[config.mk]
export PLATFORM = sky130hd
export DESIGN_NAME = id_ex_stage
export DESIGN_NICKNAME = d
export VERILOG_FILES = /design/src/rtl/mips_pkg.sv /design/src/rtl/load_use_detect.sv /design/src/rtl/id_ex_stage.sv
export SDC_FILE = /design/constraint.sdc
export NUM_CORES = 1
export LEC_CHECK = 0
export ABC_CLOCK_PERIOD_IN_PS = 3100
export CAP_MARGIN = 20
export CORE_MARGIN = 3
export CORE_UTILIZATION = 46
export DETAILED_ROUTE_END_ITERATION = 8
export HOLD_SLACK_MARGIN = 0.12
export PLACE_DENSITY = 0.86
export SLEW_MARGIN = 20
export SYNTH_ARGS = -nofsm -noshare
export SYNTH_HDL_FRONTEND = slang
export SYNTH_SLANG_ARGS = --single-unit
[constraint.sdc]
create_clock -name clk -period 3.1 [get_ports clk]
set_input_delay 0.775 -clock clk [delete_from_list [all_inputs] [get_ports clk]]
set_output_delay 0.775 -clock clk [all_outputs]
set_load 0.01 [all_outputs]
[src/rtl/mips_pkg.sv]
// Shared definitions for the pipelined MIPS core: widths, ALU encodings,
// the control bundle carried through the pipeline registers, and stage actions.
package mips_pkg;

    localparam int REG_ADDR_W = 5;
    localparam int DATA_W     = 32;
    localparam int ALU_CTRL_W = 3;

    typedef enum logic [ALU_CTRL_W-1:0] {
        ALU_AND = 3'b000,
        ALU_OR  = 3'b001,
        ALU_ADD = 3'b010,
        ALU_SUB = 3'b110,
        ALU_SLT = 3'b111
    } alu_op_e;

    // Decoded control bits; EX/MEM and MEM/WB carry the same bundle downstream.
    typedef struct packed {
        logic reg_write;
        logic mem_to_reg;
        logic mem_write;
        logic alu_src;
        logic reg_dst;
    } ctrl_t;

    localparam ctrl_t CTRL_NOP = '0;

    // What a pipeline register does on a given clock edge.
    typedef enum logic [1:0] {
        ACT_LOAD,
        ACT_HOLD,
        ACT_BUBBLE,
        ACT_FLUSH
    } stage_act_e;

endpackage

[src/rtl/load_use_detect.sv]
// Load-use hazard detector: flags an EX-stage load whose destination (rt) is
// read by the instruction in ID. Purely combinational; shared with forwarding.
module load_use_detect
    import mips_pkg::*;
#(
    parameter int ADDR_WIDTH = REG_ADDR_W
) (
    input  logic [ADDR_WIDTH-1:0] rs_i,
    input  logic [ADDR_WIDTH-1:0] rt_i,
    input  logic [ADDR_WIDTH-1:0] ex_rt,
    input  logic                  ex_mem_to_reg,
    input  logic                  ex_valid,
    output logic                  hazard
);

    // $0 is hardwired to zero, so a load into it can never feed a consumer.
    assign hazard = ex_valid & ex_mem_to_reg & (ex_rt != '0) &
                    ((ex_rt == rs_i) | (ex_rt == rt_i));

endmodule

[src/rtl/id_ex_stage.sv]
// ID/EX pipeline register with load-use bubble insertion and IF/ID stall.
// Optional hazard-bubble counter output stall_cnt_o under `define STALL_CNT_EN.
module id_ex_stage
    import mips_pkg::*;
#(
    parameter int DATA_WIDTH     = DATA_W,
    parameter int ADDR_WIDTH     = REG_ADDR_W,
    parameter int ALU_CTRL_WIDTH = ALU_CTRL_W
) (
    input  logic                      clk,
    input  logic                      rst,
    input  logic [DATA_WIDTH-1:0]     rd1_i,
    input  logic [DATA_WIDTH-1:0]     rd2_i,
    input  logic [DATA_WIDTH-1:0]     imm_i,
    input  logic [ADDR_WIDTH-1:0]     rs_i,
    input  logic [ADDR_WIDTH-1:0]     rt_i,
    input  logic [ADDR_WIDTH-1:0]     rd_i,
    input  logic                      reg_write_i,
    input  logic                      mem_to_reg_i,
    input  logic                      mem_write_i,
    input  logic                      alu_src_i,
    input  logic                      reg_dst_i,
    input  logic [ALU_CTRL_WIDTH-1:0] alu_ctrl_i,
    input  logic                      flush_i,
    input  logic                      hold_i,
    output logic [DATA_WIDTH-1:0]     rd1_o,
    output logic [DATA_WIDTH-1:0]     rd2_o,
    output logic [DATA_WIDTH-1:0]     imm_o,
    output logic [ADDR_WIDTH-1:0]     rs_o,
    output logic [ADDR_WIDTH-1:0]     rt_o,
    output logic [ADDR_WIDTH-1:0]     rd_o,
    output logic                      reg_write_o,
    output logic                      mem_to_reg_o,
    output logic                      mem_write_o,
    output logic                      alu_src_o,
    output logic                      reg_dst_o,
    output logic [ALU_CTRL_WIDTH-1:0] alu_ctrl_o,
    output logic                      valid_o,
    output logic                      stall_o
`ifdef STALL_CNT_EN
    ,
    output logic [31:0]               stall_cnt_o
`endif
);

    ctrl_t      ctrl_d;
    ctrl_t      ctrl_q;
    logic       hazard;
    stage_act_e act;

    assign ctrl_d = '{reg_write:  reg_write_i,
                      mem_to_reg: mem_to_reg_i,
                      mem_write:  mem_write_i,
                      alu_src:    alu_src_i,
                      reg_dst:    reg_dst_i};

    load_use_detect #(
        .ADDR_WIDTH(ADDR_WIDTH)
    ) u_load_use_detect (
        .rs_i          (rs_i),
        .rt_i          (rt_i),
        .ex_rt         (rt_o),
        .ex_mem_to_reg (mem_to_reg_o),
        .ex_valid      (valid_o),
        .hazard        (hazard)
    );

    // A taken branch squashes the ID instruction, so it must not also freeze IF/ID.
    assign stall_o = (hazard & ~flush_i) | hold_i;

    // NOTE: act gets a default before the priority chain so no path leaves it unassigned (no latch).
    always_comb begin
        act = ACT_LOAD;
        if (flush_i)     act = ACT_FLUSH;
        else if (hold_i) act = ACT_HOLD;
        else if (hazard) act = ACT_BUBBLE;
    end

    // NOTE: nonblocking (<=) for all state so every flop samples pre-edge values;
    // every flop is async-reset because valid_o and control must be 0 out of reset.
    always_ff @(posedge clk or negedge rst) begin
        if (!rst) begin
            rd1_o      <= '0;
            rd2_o      <= '0;
            imm_o      <= '0;
            rs_o       <= '0;
            rt_o       <= '0;
            rd_o       <= '0;
            ctrl_q     <= CTRL_NOP;
            alu_ctrl_o <= '0;
            valid_o    <= 1'b0;
        end else begin
            unique case (act)
                ACT_FLUSH, ACT_BUBBLE: begin
                    rd1_o      <= '0;
                    rd2_o      <= '0;
                    imm_o      <= '0;
                    rs_o       <= '0;
                    rt_o       <= '0;
                    rd_o       <= '0;
                    ctrl_q     <= CTRL_NOP;
                    alu_ctrl_o <= '0;
                    valid_o    <= 1'b0;
                end
                ACT_LOAD: begin
                    rd1_o      <= rd1_i;
                    rd2_o      <= rd2_i;
                    imm_o      <= imm_i;
                    rs_o       <= rs_i;
                    rt_o       <= rt_i;
                    rd_o       <= rd_i;
                    ctrl_q     <= ctrl_d;
                    alu_ctrl_o <= alu_ctrl_i;
                    valid_o    <= 1'b1;
                end
                default: ;
            endcase
        end
    end

    assign reg_write_o  = ctrl_q.reg_write;
    assign mem_to_reg_o = ctrl_q.mem_to_reg;
    assign mem_write_o  = ctrl_q.mem_write;
    assign alu_src_o    = ctrl_q.alu_src;
    assign reg_dst_o    = ctrl_q.reg_dst;

`ifdef STALL_CNT_EN
    logic [31:0] stall_cnt_q;

    // Counts only load-use bubbles; flush bubbles and holds are not hazards.
    always_ff @(posedge clk or negedge rst) begin
        if (!rst) begin
            stall_cnt_q <= '0;
        end else if (act == ACT_BUBBLE && stall_cnt_q != '1) begin
            stall_cnt_q <= stall_cnt_q + 32'd1;
        end
    end

    assign stall_cnt_o = stall_cnt_q;
`endif

endmodule

Word-level counts from Yosys, hierarchy flattened
Cells that the tools add are included.
- input bits: 123
- register bits after elaboration: 120
- bitwise operators: 7
- multiplexer cells: 12
- reduce and logical (&&, ||, !) cells: 4
- equal/unequal tests: 4
- operator list (operator ; number):
    $pmux W32 S2 ; 3
    $pmux W5 S2 ; 4
    $eq A5 B5 Y1 ; 2
    $mux W2 ; 3
    $pmux W3 S2 ; 1
    $reduce_bool A5 Y1 ; 1
    $and A1 B1 Y1 ; 4
    $eq A2 B2 Y1 const B ; 2
    $logic_not A2 Y1 ; 1
    $or A1 B1 Y1 ; 2
    $pmux W1 S2 ; 1
    $reduce_bool A2 Y1 ; 1
    $reduce_or A2 Y1 ; 1
    $not A1 Y1 ; 1

Depth between registers and ports, before layout
- depth after elaboration: 9
- gate-level depth with buffers: 7

Hierarchy
From an unflattened synthesis, not the netlist that was laid out.
- cell total of the unflattened synthesis: 302
- area total of the unflattened synthesis: 4566.9 sq um
- modules (own cells, without submodules) (module ; instances ; area an instance (sq um) ; cells an instance):
    id_ex_stage ; 1 ; 4434.3 ; 285
    load_use_detect ; 1 ; 132.6 ; 17

Worst setup path after synthesis
No wires, ideal clock.
- kind: input to output
- from: input port rs_i[4]
- to: output port stall_o
- data arrival time: 1.835 ns
- cell stages on the path: 6
- setup slack: 0.490 ns
- path through: xnor2_1 -> nand3_1 -> o22ai_1 -> buf_2 -> clkbuf_1 -> a21o_1
- word-level cells in the longest chain between the ends: 5
- ends and longest elaborated chain (what ; RTL line ; text):
    start: declaration ; id_ex_stage.sv:15 ; input logic [ADDR_WIDTH-1:0] rs_i,
    $eq A5 B5 Y1 ; load_use_detect.sv:18 ; ((ex_rt == rs_i) | (ex_rt == rt_i));
    $or A1 B1 Y1 ; load_use_detect.sv:18 ;
    $and A1 B1 Y1 ; load_use_detect.sv:17 ; assign hazard = ex_valid & ex_mem_to_reg & (ex_rt != '0) &
    $and A1 B1 Y1 ; id_ex_stage.sv:69 ; assign stall_o = (hazard & ~flush_i) | hold_i;
    $or A1 B1 Y1 ; id_ex_stage.sv:69 ;
    end: declaration ; id_ex_stage.sv:39 ; output logic stall_o
No other way between the ends.

Final worst setup path
- from: input port rt_i[0]
- to: output port stall_o
- word-level cells in the longest chain between the ends: 5
- ends and longest elaborated chain (what ; RTL line ; text):
    start: declaration ; id_ex_stage.sv:16 ; input logic [ADDR_WIDTH-1:0] rt_i,
    $eq A5 B5 Y1 ; load_use_detect.sv:18 ;
    $or A1 B1 Y1 ; load_use_detect.sv:18 ;
    $and A1 B1 Y1 ; load_use_detect.sv:17 ;
    $and A1 B1 Y1 ; id_ex_stage.sv:69 ;
    $or A1 B1 Y1 ; id_ex_stage.sv:69 ;
No other way between the ends.

==> summary.txt <==
Setup path
  – Type of origin of the critical path: input port
  – CP peak stage delay: 500 ps
  – Worst EP arrival: 2190 ps
  – Req. time, crit path: 2320 ps
  – Setup crit end kind: primary output
  – Critical path class: input port to primary output
  – Family with the most delay on the worst path: buffers and inverters
  – Worst Path Buf+Inv: 2
  – CP Cell Sequence: clkdlybuf4s50_1, xnor2_1, nand3_1, o22ai_4, a21o_1, dlygate4sd2_1
  – Largest fanout on the critical path: 2
  – CP max-delay cell: clkdlybuf4s50_1

Synthesis
  – Syn_nets: 713
  – Seq cells post-synth: 120
  – Yosys warning total: 0
  – Register area share after synthesis: 0.531
  – Unique cell type count in the Yosys netlist: 23
  – EDFF count, synth: 0
  – Synthesized instance count: 590
  – Most used DFF post-synth: dfrtp_1
  – Post-Syn Area: 5660 um^2
  – Syn Area/Cell: 9.59 um^2
  – Asr flop ratio synth: 1.00

Placed design
  – DP Area: 8160 um^2
  – PortBufs: 243
  – Dpl ws: -141 ps
  – Inst Count DP: 920
  – HPWL after DPL: 11.9 mm
  – GP Congestion: 0.821

Routing
  – Final WL: 18.4 mm
  – DR DRC count: 0
  – DR iter-0 viols: 573
  – Drt pass-1 iters: 5
  – Vias per inst: 6.01
  – WL/cell: 19.3 um
  – ANT nets after route: 0
  – DR vias: 5709

STA
  – Fmax: 0.337 GHz
  – Min cycle time layout: 2970 ps
  – Period utilisation layout: 0.957
  – Hold_ws: 379 ps
  – Final Hold Fails: 0
  – RSZ-0062 raised after global routing: false
  – Least-Margin Pin Slew: 623 ps
  – Final setup viols: 0
  – Slew Limit Fails: 0
  – Final worst slack: 134 ps
  – Worst clock skew: 13.7 ps
  – Worst slew margin: 0.585

Global routing
  – GRT overflow: 0
  – Total GRT Usage: 0.261
  – First-pass GRT wire length: 28.0 mm
  – Vias in the first global route: 5519
  – Antenna violations before repair: 0
  – Largest net degree at the start of global routing: 121

Final layout
  – Final non-filler cell area: 8710 um^2
  – Diodes inserted: 0
  – Area added between synthesis and finish: 54.0%
  – Share of layout cells above drive strength 1: 0.0533
  – Fin cells: 950
  – Total Nets Final: 920
  – Most frequent cells in the layout: 241 x clkdlybuf4s50_1, 120 x dfrtp_1, 116 x nand2_1
  – Commonest non-fill, non-tap cell in the layout: clkdlybuf4s50_1

Clocking
  – Postcts setup bufs: 0
  – H-tree Lvls: 4
  – CTS root buf: clkbuf_16
  – Worst-case clock buffer depth: 2
  – CTS Hold Bufs: 0
  – CTS tree: yes
  – Worst-skew pair later-pin latency: 420 ps
  – Clock Pin Slew Worst Setup and Hold Paths: 50 ps
  – Clock Sinks: 120
  – CTS Buf Count: 17
  – Post_cts resized: 1

Die
  – Die W: 117 um
  – Core area: 11700 um^2
  – Die area: 13700 um^2
  – Die Ht: 117 um
  – Row count: 39
  – Initial Util: 0.483
  – Io pins: 244

Min path
  – Worst min-delay path category: input port to asynchronous set/reset pin

Outcome
  – Status: complete, no violations

Power
  – P per Cell Area: 538 nW/um^2
  – Total power: 4.69 mW
  – Static leakage: 3.40 nW
  – VDD IR-drop max: 0.389 mV

Job
  – Max_cap viols: 0
through the flow:
stage / TNS (ps) / utilization
2_1_floorplan: 0 / -
3_3_place_gp: -138 / 0.694
3_5_place_dp: -260 / 0.697
4_1_cts: 0 / 0.742
5_1_grt: 0 / 0.744
6_report: 0 / 0.744
where the power goes:
| part | switching [mW] | internal, mW |
|---|---|---|
| clock | 0.646 | 1.15 |
| sequential | 0.112 | 1.73 |
| combinational | 0.491 | 0.563 |
area by class of cell:
type,count,area [um^2]
flip-flops and latches,120,3000
fillers,842,3000
repair buffers,257,2610
multi-input cells,390,2350
clock buffers,25,485
well taps,143,179
clock inverters,4,45.0
inverters,11,41.3
final timing paths:
| kind | slack (ps) | cells past startpoint | endpoint | from |
|---|---|---|---|---|
| min | 380 | 1 | imm_o[5] | rst |
| max reg2reg | 540 | 6 | valid_o | rt_o[2] |
| min in group clk | 490 | 2 | rd1_o[1] | rd1_o[1] |
| max | 130 | 6 | stall_o | rt_i[0] |
| min reg2reg | 490 | 2 | rd1_o[1] | rd1_o[1] |
| max in group asynchronous | 1990 | 2 | mem_write_o | rst |
state kept, by name, summed over array words and instances, names as in the netlist:
signal	cells
imm_o	32
mem_to_reg_o	1
rd2_o	32
valid_o	1
alu_src_o	1
reg_dst_o	1
rs_o	5
reg_write_o	1
alu_ctrl_o	3
mem_write_o	1
rd1_o	32
rd_o	5
rt_o	5
per-layer routing:
layer  GRT usage  vias to the layer above  wire length [um]
li1            -                     2641                 -
met1       0.324                     2772              7330
met2       0.436                      271              9230
met3      0.0751                       25              1450
met4      0.0933                        0               344
met5           0                        -                 0
worst reg2reg max path, cell delays in order (launching register included):
cell and delay (ps):
dfrtp_1 450, or4_1 580, o211ai_4 190, buf_4 470, buf_16 350, nor2_1 120, a221oi_1 280
cells by family after synthesis:
kind of cell,count (synthesis),share of synthesized area
and+or+nand+nor,138,0.0953
DFF,120,0.531
AOI/OAI and AO/OA,242,0.298
buffers and inverters,80,0.0606
xor gates and xnor gates,10,0.0155
cell usage after synthesis (all sizes together), types with 2 or more instances:
| master | instances | area, um^2 |
|---|---|---|
| inv | 11 | 41.3 |
| clkbuf | 52 | 195 |
| xnor2 | 10 | 87.6 |
| a21oi | 5 | 25.0 |
| nand3 | 2 | 10.0 |
| nor2 | 8 | 30.0 |
| o21ai | 109 | 546 |
| buf | 17 | 106 |
| dfrtp | 120 | 3000 |
| a32oi | 109 | 955 |
| nor3 | 10 | 50.1 |
| o41ai | 10 | 87.6 |
| a22oi | 5 | 37.5 |
| nand2 | 116 | 435 |
(Power assumes the default switching activity.)
